## config.mk

```make
export PLATFORM = sky130hd
export DESIGN_NAME = instr_fetch
export DESIGN_NICKNAME = d
export VERILOG_FILES = /design/src/rtl/instr_fetch.sv
export SDC_FILE = /design/constraint.sdc
export NUM_CORES = 1
export LEC_CHECK = 0
export CAP_MARGIN = 20
export CORE_AREA = 2 2 114 116
export CTS_CLUSTER_DIAMETER = 60
export DETAILED_ROUTE_END_ITERATION = 7
export DIE_AREA = 0 0 116 118
export PLACE_DENSITY = 0.84
export SETUP_SLACK_MARGIN = 0.5
export SLEW_MARGIN = 20
export SYNTH_ARGS = -nofsm -noshare
export SYNTH_HDL_FRONTEND = slang
export SYNTH_SLANG_ARGS = --single-unit
```

## constraint.sdc

```tcl
create_clock -name clk -period 4.5 [get_ports clk]
set_input_delay 0.45 -clock clk [delete_from_list [all_inputs] [get_ports clk]]
set_output_delay 0.45 -clock clk [all_outputs]
set_load 0.02 [all_outputs]
```

## src/rtl/instr_fetch.sv

```systemverilog
// -----------------------------------------------------------------------------
// instr_fetch
//
// Instruction fetch stage. Owns the program counter and drives the
// combinational read address of the instruction memory. Each returned word is
// captured in a single-entry output register that decode drains through a
// valid/ready handshake.
//
// Control flow handled here:
//   - `j` is resolved in the cycle it is fetched, so the next entry is the
//     jump target with no bubble.
//   - Branch redirects from execute take one bubble. They discard the held
//     entry and clear a halt.
//   - The self-loop terminator (HALT_WORD) is delivered to decode. Fetching
//     then stops until a redirect or reset.
//
// Ports:
//   clk            rising-edge clock
//   rst            synchronous, active-high reset
//   imem_addr      word address presented to the instruction memory (= pc)
//   imem_data      memory read data, valid combinationally with imem_addr
//   redirect_valid one-cycle taken-branch pulse from execute
//   redirect_pc    redirect target word address
//   out_valid      output register holds an instruction
//   out_ready      decode accepts the held entry this cycle
//   out_instr      held instruction word
//   out_pc         word address of out_instr
//   halted         halt word fetched; no further fetches
//   fetch_count    number of completed output handshakes (wraps)
// -----------------------------------------------------------------------------
module instr_fetch #(
  parameter logic [31:0] RESET_PC  = 32'd0,
  parameter logic [31:0] HALT_WORD = 32'h6000_0000
) (
  input  logic        clk,
  input  logic        rst,
  output logic [31:0] imem_addr,
  input  logic [31:0] imem_data,
  input  logic        redirect_valid,
  input  logic [31:0] redirect_pc,
  output logic        out_valid,
  input  logic        out_ready,
  output logic [31:0] out_instr,
  output logic [31:0] out_pc,
  output logic        halted,
  output logic [31:0] fetch_count
);

  localparam logic [5:0] OP_J = 6'b000010;

  logic [31:0] pc;
  logic [31:0] next_pc;
  logic        handshake;
  logic        load;
  logic        is_jump;
  logic        is_halt;

  assign imem_addr = pc;

  // Decode takes the held entry this cycle.
  assign handshake = out_valid && out_ready;

  // The output register can take a new word when it is empty or is being
  // drained in the same cycle. A redirect suppresses the load because the
  // word on imem_data belongs to the path being abandoned.
  assign load = !halted && !redirect_valid && (!out_valid || out_ready);

  assign is_jump = (imem_data[31:26] == OP_J);
  assign is_halt = (imem_data == HALT_WORD);

  // Sequential successor of the word being fetched. A jump keeps the top six
  // PC bits and replaces the rest with the 26-bit target field. The halt word
  // parks the PC on itself.
  always_comb begin
    // NOTE: assigning a default before any condition keeps this purely
    // combinational; a path that skipped next_pc would infer a latch.
    next_pc = pc + 32'd1;
    if (is_jump) begin
      next_pc = {pc[31:26], imem_data[25:0]};
    end else if (is_halt) begin
      next_pc = pc;
    end
  end

  // NOTE: all state below uses non-blocking assignments so every register
  // samples the pre-edge values; blocking here would let later statements see
  // already-updated state and create order-dependent simulation.
  always_ff @(posedge clk) begin
    if (rst) begin
      pc          <= RESET_PC;
      out_valid   <= 1'b0;
      out_instr   <= 32'd0;
      out_pc      <= 32'd0;
      halted      <= 1'b0;
      fetch_count <= 32'd0;
    end else begin
      // Counted even when a redirect lands in the same cycle: decode still
      // consumed the entry before it was discarded.
      if (handshake) begin
        fetch_count <= fetch_count + 32'd1;
      end

      if (redirect_valid) begin
        pc        <= redirect_pc;
        out_valid <= 1'b0;
        halted    <= 1'b0;
      end else if (load) begin
        out_instr <= imem_data;
        out_pc    <= pc;
        out_valid <= 1'b1;
        pc        <= next_pc;
        // Halt rises on the same edge that registers the halt word, so
        // decode sees both together. A jump encoding always wins.
        if (is_halt && !is_jump) begin
          halted <= 1'b1;
        end
      end else if (handshake) begin
        out_valid <= 1'b0;
      end
    end
  end

endmodule

```

==> results.md, run 1 <==
- Std cell rows: 41
- Max-slew violations: 0
- Die Y: 118 µm
- Post-Synth Adder-Cell Area: 0.00411
- Mux contribution to synthesized area: 0
- Post-Place Cells: 1098
- Yosys cell types: 60
- Worst reg2reg setup slack: 1910 ps
- Synth Instances: 776
- First-pass GRT wire length: 30100 µm
- Cell Chain, Critical Path: clkdlybuf4s50_1 -> nor4_1 -> nand4_1 -> o31ai_4 -> buf_12 -> and4bb_2 -> xor2_1 -> o21a_1
- Worst skew pair latency: 420 ps
- Crit start category: input port
- Max Cap Viol: 0
- Area delta synth->final: 43.2%
- TritonCTS clock tree: built
- Max Clock Skew: 6.19 ps
- 1st-iter DRT viols: 611
- Reg power frac: 0.398
- Final hold violations: 0
- WL per Instance: 17.0 µm
- Post-CTS Resized: 0
- Initial antenna violation count: 0
- Via count: 6287
- Final core occ: 0.702
- Critical path required time: 4810 ps
- Vias/cell: 5.56
- Largest net degree at the start of global routing: 84
- Period minus WS final: 2840 ps
- Area of the multi-input gates: 3130 µm²
- I/O pins: 198
- Cell area after synthesis: 6080 µm²
- Setup tns final: 0 ps
- Slowest CP cell: o31ai_4
- Sequential Area: 2600 µm²
- Initial core utilization: 0.490
- Status: completed
- Gate power share: 0.127
- Initial DRT Pass Iterations: 7
- Crit path DAT: 3150 ps
- Register area share after synthesis: 0.428
- Buf/Inv on CP: 2
- Pint: 0.00239 W
- TritonCTS buffer count: 17
- CTS root buffer: clkbuf_16
- Post-DRT Antenna Nets: 0
- CP max stage delay: 580 ps
- Post-synth EDFFs: 0
- Asr flop ratio synth: 0
- DIE WIDTH: 116 µm
- Post-Synth Simple-Gate Area: 0.275
- Fillers: 1010
- Primary FF master, synth: dfxtp_1
- Compound-cell area share of the yosys netlist: 0.171
- CTS max path bufs: 2
- Post-DP HPWL: 13400 µm
- Peak supply drop: 273 µV
- Slew headroom: 0.326
- CP Capture Type: register
- Total GRT Usage: 0.280
- Grt ovf: 0
- RSZ-0062 raised after global routing: false
- Combinational family with the most area after synthesis: simple AND/OR/NAND/NOR gates
- Post-CTS Hold Buffers: 0
- Area of the core: 12400 µm²
- Crit Path Category: input port to register
- Final WS setup: 1660 ps
- Reg-to-reg endpoint: imem_addr[29]$_SDFFE_PP0P_
- Fin nets: 1016
- Clock sink count: 130
- Delay-heaviest family, CP: simple AND/OR/NAND/NOR gates
- Port Buf Inserts: 197
- GPL Wtd Cong: 0.943
- Worst r2r path cells: 6
- Final wirelength: 19200 µm
- Fmax: 352 MHz
- LEAKAGE: 3.08 nW
- Fin crit share: 0.631
- Layout cells sized above 1: 0.0605
- Synth Area in XOR/XNOR: 0.0619
- DR DRC count: 0
- Finished Layout Cells: 1131
- Pre-CTS WS: 1310 ps
- Hold Path End: out_pc[28]$_SDFFE_PP0P_
- DIE AREA: 13700 µm²
- Power density cells: 363 nW/µm²
- Vias in the first global route: 5944
- Reg2Reg Launch Point: imem_addr[2]$_SDFFE_PP0P_
- Worst-margin pin slew: 1010 ps
- Clock Power Share: 0.474
- #FFs+latches synth: 130
- Diode count: 0
- Worst-path fanout max: 28
- Synthesized area per cell: 7.84 µm²
- Hold Path Class: register to register
- Hold Path Depth: 2
- CTS clk-pin slew, worst paths: 60 ps
- Yosys warns: 0
- Hold_sp: out_pc[28]$_SDFFE_PP0P_
- Post-CTS Setup Inserts: 0
- Final setup violation count: 0
- Post-synth net total: 846
- Net Switching: 0.000772 W
- H-tree depth: 4
- Sw frac: 0.244
cells by family after synthesis:
family / Yosys count
AO/OA/AOI/OAI: 179
XOR/XNOR: 43
adder cells (fa/ha/maj): 2
buffers and inverters: 73
flip-flops: 130
AND/OR/NAND/NOR: 349
placed cells by master, fill, tap and decap left out, drive strengths merged, types with 4 or more instances in the layout:
cell type,instances
nand2,175
a221oi,4
nand3,23
nand4,17
xor2,28
and3,6
a21oi,100
xnor2,15
buf,9
o21ai,29
or3,6
nor2,57
bufinv,4
dfxtp,130
inv,19
nor2b,9
clkbuf,24
o21a,6
and4,6
nor3,19
clkdlybuf4s50,196
nor4,17
a211oi,10
power groups by stage:
stage               clock network [W]  registers, W  logic [W]
floorplan                           0       0.00132   0.000150
global placement                    0       0.00128   0.000395
detailed placement                  0       0.00128   0.000400
CTS                           0.00151       0.00126   0.000402
global route                  0.00157       0.00127   0.000432
finish                        0.00150       0.00126   0.000403
sequential cells by signal, summed over array words and instances (netlist names):
register	cells
out_instr	32
out_valid	1
halted	1
out_pc	32
fetch_count	32
imem_addr	32
final cells by class:
type,count,area share
Timing Repair Buffer,205,0.234
Multi-Input combinational cell,573,0.360
Tap cell,172,0.0247
Clock inverter,8,0.0169
Clock buffer,24,0.0576
Inverter,19,0.00818
Sequential cell,130,0.299
tightest hold or removal path, delay by kind of cell (launching register included):
kind / cells / cell delay [ps]
simple gates: 1 / 50
flops: 1 / 300
compound gates: 1 / 50
through the flow:
stage | hold slack (ps) | total power [W] | area [µm²]
finish | 451 | 0.00316 | 8710
detailed placement | 445 | 0.00168 | 8060
CTS | 453 | 0.00317 | 8710
global placement | 440 | 0.00168 | 8060
floorplan | 535 | 0.00147 | 6080
global route | 466 | 0.00327 | 8710
worst max-delay path by stage:
stage / from / cells after the start / to / slack [ps]
3_5_place_dp: imem_data[2] / 8 / imem_addr[31]$_SDFFE_PP0P_ / 1310
2_1_floorplan: imem_addr[3]$_SDFFE_PP0P_ / 8 / imem_addr[29]$_SDFFE_PP0P_ / 2280
5_1_grt: imem_data[0] / 8 / imem_addr[31]$_SDFFE_PP0P_ / 1560
3_3_place_gp: imem_data[0] / 8 / imem_addr[31]$_SDFFE_PP0P_ / 1360
6_report: imem_data[2] / 8 / imem_addr[31]$_SDFFE_PP0P_ / 1660
4_1_cts: imem_data[2] / 8 / imem_addr[31]$_SDFFE_PP0P_ / 1750
cell usage after synthesis, types with 3 or more instances:
cell	n	area [µm²]
xnor2_1	15	131
nand4_1	17	106
and4_1	5	43.8
nor2_1	57	214
and3_1	4	25.0
a41oi_1	3	26.3
nor4_1	11	68.8
or3_1	6	37.5
inv_1	19	71.3
o21ai_0	29	145
o21a_1	6	45.0
o211ai_1	3	22.5
buf_2	5	25.0
xor2_1	28	245
nand3_1	22	110
nor3_1	19	95.1
nor4_2	4	50.1
o22ai_1	3	18.8
nor2b_1	9	56.3
nand2_1	174	653
a211oi_1	10	75.1
a21o_1	3	22.5
a21oi_1	100	500
clkbuf_1	37	139
o31ai_1	3	22.5
clkbuf_8	4	55.1
clkbuf_2	3	15.0
a221oi_1	4	35.0
dfxtp_1	130	2600
routing by layer:
| layer | track usage | vias to the layer above | wire [µm] |
|---|---|---|---|
| met5 | 0 | - | 0 |
| met4 | 0.117 | 0 | 571 |
| met3 | 0.0947 | 45 | 1840 |
| met2 | 0.438 | 297 | 8880 |
| met1 | 0.350 | 2928 | 7920 |
| li1 | - | 3017 | - |
Note: power is estimated with default switching activity, not from simulation.
==> inputs of run 2 (changes only) <==
CORE_AREA = 2 2 118 120   (was 2 2 114 116)
DIE_AREA = 0 0 120 122   (was 0 0 116 118)
PLACE_DENSITY = 0.79   (was 0.84)
clock period = 2.7 ns   (was 4.5 ns; I/O delays follow)
==> run 2 against run 1 <==
Worst hold slack got worse by 140 ps. Core utilization decreased by 3.1 points. Register-to-register slack got worse by 1300 ps. Die area increased by 7.0%. Sequential share of layout area decreased by 1.0 points. Clock skew increased by 1.8 ps. Global-route usage decreased by 1.6 points. Setup slack got worse by 1100 ps. Total power increased by 66%. Flip-flop and latch count unchanged. Critical path type is now register to register. Critical endpoint is now imem_addr[30]$_SDFFE_PP0P_.
==> results.md, run 2 (synthesis gave the netlist of run 1 again) <==
- Status: completed (unchanged)
- Total GRT Usage: 0.263 (was 0.280)
- Worst reg2reg setup slack: 580 ps (was 1910 ps)
- Power density cells: 581 nW/µm² (was 363 nW/µm²)
- Final WS setup: 576 ps (was 1660 ps)
- Post-CTS Setup Inserts: 0 (unchanged)
- Pre-CTS WS: 157 ps (was 1310 ps)
- Peak supply drop: 470 µV (was 273 µV)
- H-tree depth: 4 (unchanged)
- RSZ-0062 raised after global routing: true (was false)
- Worst-margin pin slew: 489 ps (was 1010 ps)
- CTS max path bufs: 2 (unchanged)
- DIE WIDTH: 120 µm (was 116 µm)
- Initial DRT Pass Iterations: 5 (was 7)
- Fin nets: 1051 (was 1016)
- Post-DRT Antenna Nets: 0 (unchanged)
- Crit path DAT: 2440 ps (was 3150 ps)
- Grt ovf: 0 (unchanged)
- Fin area: 9050 µm² (was 8710 µm²)
- Area of the core: 13500 µm² (was 12400 µm²)
- First-pass GRT wire length: 30300 µm (was 30100 µm)
- TritonCTS clock tree: built (unchanged)
- Period minus WS final: 2120 ps
- CP Capture Type: register (unchanged)
- Crit Path Category: register to register (was input port to register)
- Layout cells sized above 1: 0.110 (was 0.0605)
- Via count: 6343 (was 6287)
- Final hold violations: 0 (unchanged)
- Diode count: 0 (unchanged)
- DIE AREA: 14600 µm² (was 13700 µm²)
- Initial antenna violation count: 0 (unchanged)
- Largest net degree at the start of global routing: 57 (was 84)
- Placed inst area: 8370 µm² (was 8060 µm²)
- CTS clk-pin slew, worst paths: 60 ps (about the same)
- Std cell rows: 43 (was 41)
- Post-CTS Hold Buffers: 0 (unchanged)
- Slew headroom: 0.674 (was 0.326)
- Max Cap Viol: 0 (unchanged)
- Fillers: 1127 (was 1010)
- WL per Instance: 16.6 µm (was 17.0 µm)
- DR DRC count: 0 (unchanged)
- Worst skew pair latency: 420 ps (about the same)
- Worst-path fanout max: 6 (was 28)
- Critical path required time: 3020 ps (was 4810 ps)
- Area delta synth->final: 48.8% (was 43.2%)
- Vias in the first global route: 5749 (was 5944)
- Setup tns final: 0 ps (unchanged)
- CTS root buffer: clkbuf_16 (unchanged)
- Port Buf Inserts: 197 (unchanged)
- 1st-iter DRT viols: 541 (was 611)
- Initial core utilization: 0.450 (was 0.490)
- GPL Wtd Cong: 0.929 (was 0.943)
- LEAKAGE: 3.27 nW (was 3.08 nW)
- Post-DP HPWL: 14100 µm (was 13400 µm)
- Fin crit share: 0.787
- Vias/cell: 5.40 (was 5.56)
- Most frequent cells in the layout: clkdlybuf4s50_1, nand2_1, dfxtp_1 (unchanged)
- Hold Path Class: input port to register (was register to register)
- Max-slew violations: 0 (unchanged)
- TritonCTS buffer count: 17 (unchanged)
- Clock sink count: 130 (unchanged)
- Final wirelength: 19500 µm (was 19200 µm)
- Fmax: 471 MHz
- Final setup violation count: 0 (unchanged)
- Die Y: 122 µm (was 118 µm)
- I/O pins: 198 (unchanged)
- Most common library cell in the layout ignoring fill and taps: clkdlybuf4s50_1 (unchanged)
- Max Clock Skew: 8.03 ps (was 6.19 ps)
- Crit start category: register (was input port)
run 2: routing by layer:
layer,wire length (µm),vias to the layer above,GRT usage,share of wire
met2,9230,269,0.425,0.47
met4,380,0,0.0912,0.019
li1,-,3090,-,-
met1,7870,2950,0.324,0.40
met5,0,-,0,0
met3,2010,34,0.0988,0.10
run 2: worst paths after layout:
kind	start	cells after the start	to
hold / removal	rst	2	out_pc[20]$_SDFFE_PP0P_
hold reg to reg	out_instr[6]$_SDFFE_PP0P_	2	out_instr[6]$_SDFFE_PP0P_
setup reg to reg	imem_addr[16]$_SDFFE_PP0P_	6	imem_addr[30]$_SDFFE_PP0P_
setup / recovery	imem_addr[16]$_SDFFE_PP0P_	6	imem_addr[30]$_SDFFE_PP0P_
run 2: power by group:
| part | switching, W | leakage, nW | internal (W) |
|---|---|---|---|
| sequential | 0.0000789 | 1.07 | 0.00200 |
| clock | 0.000894 | 0.296 | 0.00155 |
| combinational | 0.000384 | 1.91 | 0.000349 |
| total | 0.00136 | 3.27 | 0.00391 |
run 2: layout make-up:
class	instances	area, µm²	area share
clock buffer	17	425	0.0470
multi-input combinational	573	3190	0.352
clock inverter	15	208	0.0229
tap	180	225	0.0249
inverter	19	71.3	0.00788
sequential	130	2610	0.288
timing repair buffer	240	2330	0.257
run 2: timing repair:
action | in CTS | in global routing
gates resized for setup | 3 | 10
cloned | 0 | 0
endpoints found under the setup margin | 5 | 25
run 2: through the flow:
stage / instances / utilization / total power [W] / hold slack, ps
2_1_floorplan: 776 / - / 0.00246 / 377
3_3_place_gp: 1142 / 0.620 / 0.00284 / 440
3_5_place_dp: 1142 / 0.620 / 0.00285 / 445
4_1_cts: 1174 / 0.667 / 0.00529 / 304
5_1_grt: 1174 / 0.671 / 0.00545 / 331
6_report: 1174 / 0.671 / 0.00526 / 312
run 2: critical path: stages (launching register included):
cell,delay (ps)
dfxtp_2,390
nand4_1,180
or2_1,300
or4_4,580
nor4_4,300
xor2_1,90
o21a_1,170
==> inputs of run 3 (changes only) <==
CORE_AREA = 2 2 124 126   (was 2 2 118 120)
DIE_AREA = 0 0 126 128   (was 0 0 120 122)
PLACE_DENSITY = 0.76   (was 0.79)
clock period = 1.95 ns   (was 2.7 ns; I/O delays follow)
==> run 3 against run 2 <==
Critical path type unchanged. Wire length is 70% higher. Die area is 10% higher. Largest power group unchanged. Maximum frequency is 0.96% lower. Register-to-register slack worse by 770 ps. Via count is 32% higher. Final area is 30% higher. Critical path depth is 2 higher. Setup slack worse by 770 ps. The flow now finishes with violations (setup timing).
==> results.md, run 3 (synthesis gave the netlist of run 1 again) <==
- Status: finished with violations (was completed)
- Failing checks: setup timing
- GR met3 Demand/Resource: 0.0876 (was 0.0988)
- TritonCTS buffer count: 17 (unchanged)
- Vias/cell: 6.26 (was 5.40)
- Period minus WS final: 2150 ps (was 2120 ps)
- Post-CTS Hold Buffers: 0 (unchanged)
- Fin nets: 1203 (was 1051)
- DIE AREA: 16100 µm² (was 14600 µm²)
- RSZ-0062 raised after global routing: true (unchanged)
- Initial antenna violation count: 2 (was 0)
- Worst reg2reg setup slack: -200 ps (was 580 ps)
- Area of the core: 14900 µm² (was 13500 µm²)
- Total GRT Usage: 0.340 (was 0.263)
- GR peak layer: met2 (unchanged)
- Met2 Use GR: 0.552 (was 0.425)
- Post-DP HPWL: 15700 µm (was 14100 µm)
- Final WS setup: -195 ps (was 576 ps)
- Final wirelength: 33200 µm (was 19500 µm)
- GPL Wtd Cong: 0.961 (was 0.929)
- Total power: 0.00770 W (was 0.00526 W)
- Layout cells sized above 1: 0.459 (was 0.110)
- First-pass GRT wire length: 43000 µm (was 30300 µm)
- Most common library cell in the layout ignoring fill and taps: buf_4 (was clkdlybuf4s50_1)
- Via count: 8349 (was 6343)
- Peak supply drop: 712 µV (was 470 µV)
- TritonCTS clock tree: built (unchanged)
- Worst-margin pin slew: 510 ps (was 489 ps)
- Most frequent cells in the layout: buf_4, nand2_1, dlygate4sd2_1 (was clkdlybuf4s50_1, nand2_1, dfxtp_1)
- Max Clock Skew: 20.0 ps (was 8.03 ps)
- Final hold violations: 0 (unchanged)
- Largest net degree at the start of global routing: 87 (was 57)
- Fin crit share: 1.10 (was 0.787)
- Critical path required time: 2250 ps (was 3020 ps)
- Fmax: 466 MHz (was 471 MHz)
- CTS root buffer: clkbuf_16 (unchanged)
- Hold_ws: 33.0 ps (was 312 ps)
- I/O pins: 198 (unchanged)
- Setup tns final: -923 ps (was 0 ps)
- Crit start category: register (unchanged)
- CTS max path bufs: 2 (unchanged)
- Initial DRT Pass Iterations: 7 (was 5)
- Grt ovf: 0 (unchanged)
- Crit path DAT: 2440 ps (about the same)
- Met1 usage: 0.406 (was 0.324)
- Vias in the first global route: 7812 (was 5749)
- H-tree depth: 4 (unchanged)
- Power density cells: 652 nW/µm² (was 581 nW/µm²)
- Hold Path Class: input port to register (unchanged)
- Port Buf Inserts: 197 (unchanged)
- Crit Path Category: register to register (unchanged)
- Worst skew pair latency: 450 ps (was 420 ps)
- Max-slew violations: 0 (unchanged)
- WL per Instance: 24.9 µm (was 16.6 µm)
- CP Capture Type: register (unchanged)
- Die Y: 128 µm (was 122 µm)
- Final setup violation count: 11 (was 0)
- Pre-CTS WS: -430 ps (was 157 ps)
- Post-DRT Antenna Nets: 0 (unchanged)
- DR DRC count: 0 (unchanged)
- Initial core utilization: 0.409 (was 0.450)
- CTS clk-pin slew, worst paths: 80 ps (was 60 ps)
- 1st-iter DRT viols: 1313 (was 541)
- Clock sink count: 130 (unchanged)
- Std cell rows: 45 (was 43)
- Worst-path fanout max: 4 (was 6)
- Area delta synth->final: 94.2% (was 48.8%)
- Slew headroom: 0.660 (was 0.674)
- DIE WIDTH: 126 µm (was 120 µm)
- LEAKAGE: 5.43 nW (was 3.27 nW)
- Max Cap Viol: 0 (unchanged)
## run 3: final cells by class
class                           instances  area (µm²)
Clock inverter                          2        12.5
Tap cell                              188         235
Inverter                               19        71.3
Fill cell                             822        3050
Timing Repair Buffer                  392        3710
Sequential cell                       130        2700
Multi-Input combinational cell        573        4500
Clock buffer                           29         582
Antenna cell                            1        2.50
## run 3: path summary, 6_finish.rpt
path | startpoint | depth (start not counted) | endpoint
min reg2reg | out_pc[8]$_SDFFE_PP0P_ | 2 | out_pc[8]$_SDFFE_PP0P_
max | imem_addr[2]$_SDFFE_PP0P_ | 8 | imem_addr[15]$_SDFFE_PP0P_
max reg2reg | imem_addr[2]$_SDFFE_PP0P_ | 8 | imem_addr[15]$_SDFFE_PP0P_
min | imem_data[27] | 3 | out_instr[27]$_SDFFE_PP0P_
## run 3: power breakdown
part | internal (W) | switching (W)
sequential | 0.00276 | 0.000125
combinational | 0.000672 | 0.000881
clock | 0.00200 | 0.00126
## run 3: stage by stage
stage | util | instances | cell area, µm²
final | 0.795 | 1334 | 11800
after global routing | 0.795 | 1334 | 11800
after CTS | 0.722 | 1309 | 10700
after detailed placement | 0.618 | 1218 | 9180
after global placement | 0.618 | 1218 | 9180
after floorplan | - | 776 | 6390
## run 3: routing by layer
metal	share of wire	wire length, µm
met5	0.00021	7
met4	0.091	3030
met3	0.12	4120
met2	0.43	14400
met1	0.35	11600
## run 3: what timing repair did
action,in CTS,in global routing
endpoints found under the setup margin,251,149
setup buffers,50,22
pin swaps,131,119
hold endpoints to repair,0,0
gates cloned,10,2
gates resized for setup,401,252
## run 3: critical path: stages, from the launching register on
cell      delay [ps]
dfxtp_2          370
and4_4           240
nand3_4          100
buf_6            150
buf_4            160
o31ai_1          430
a311oi_2         220
a211oi_2         240
nor3_1            80
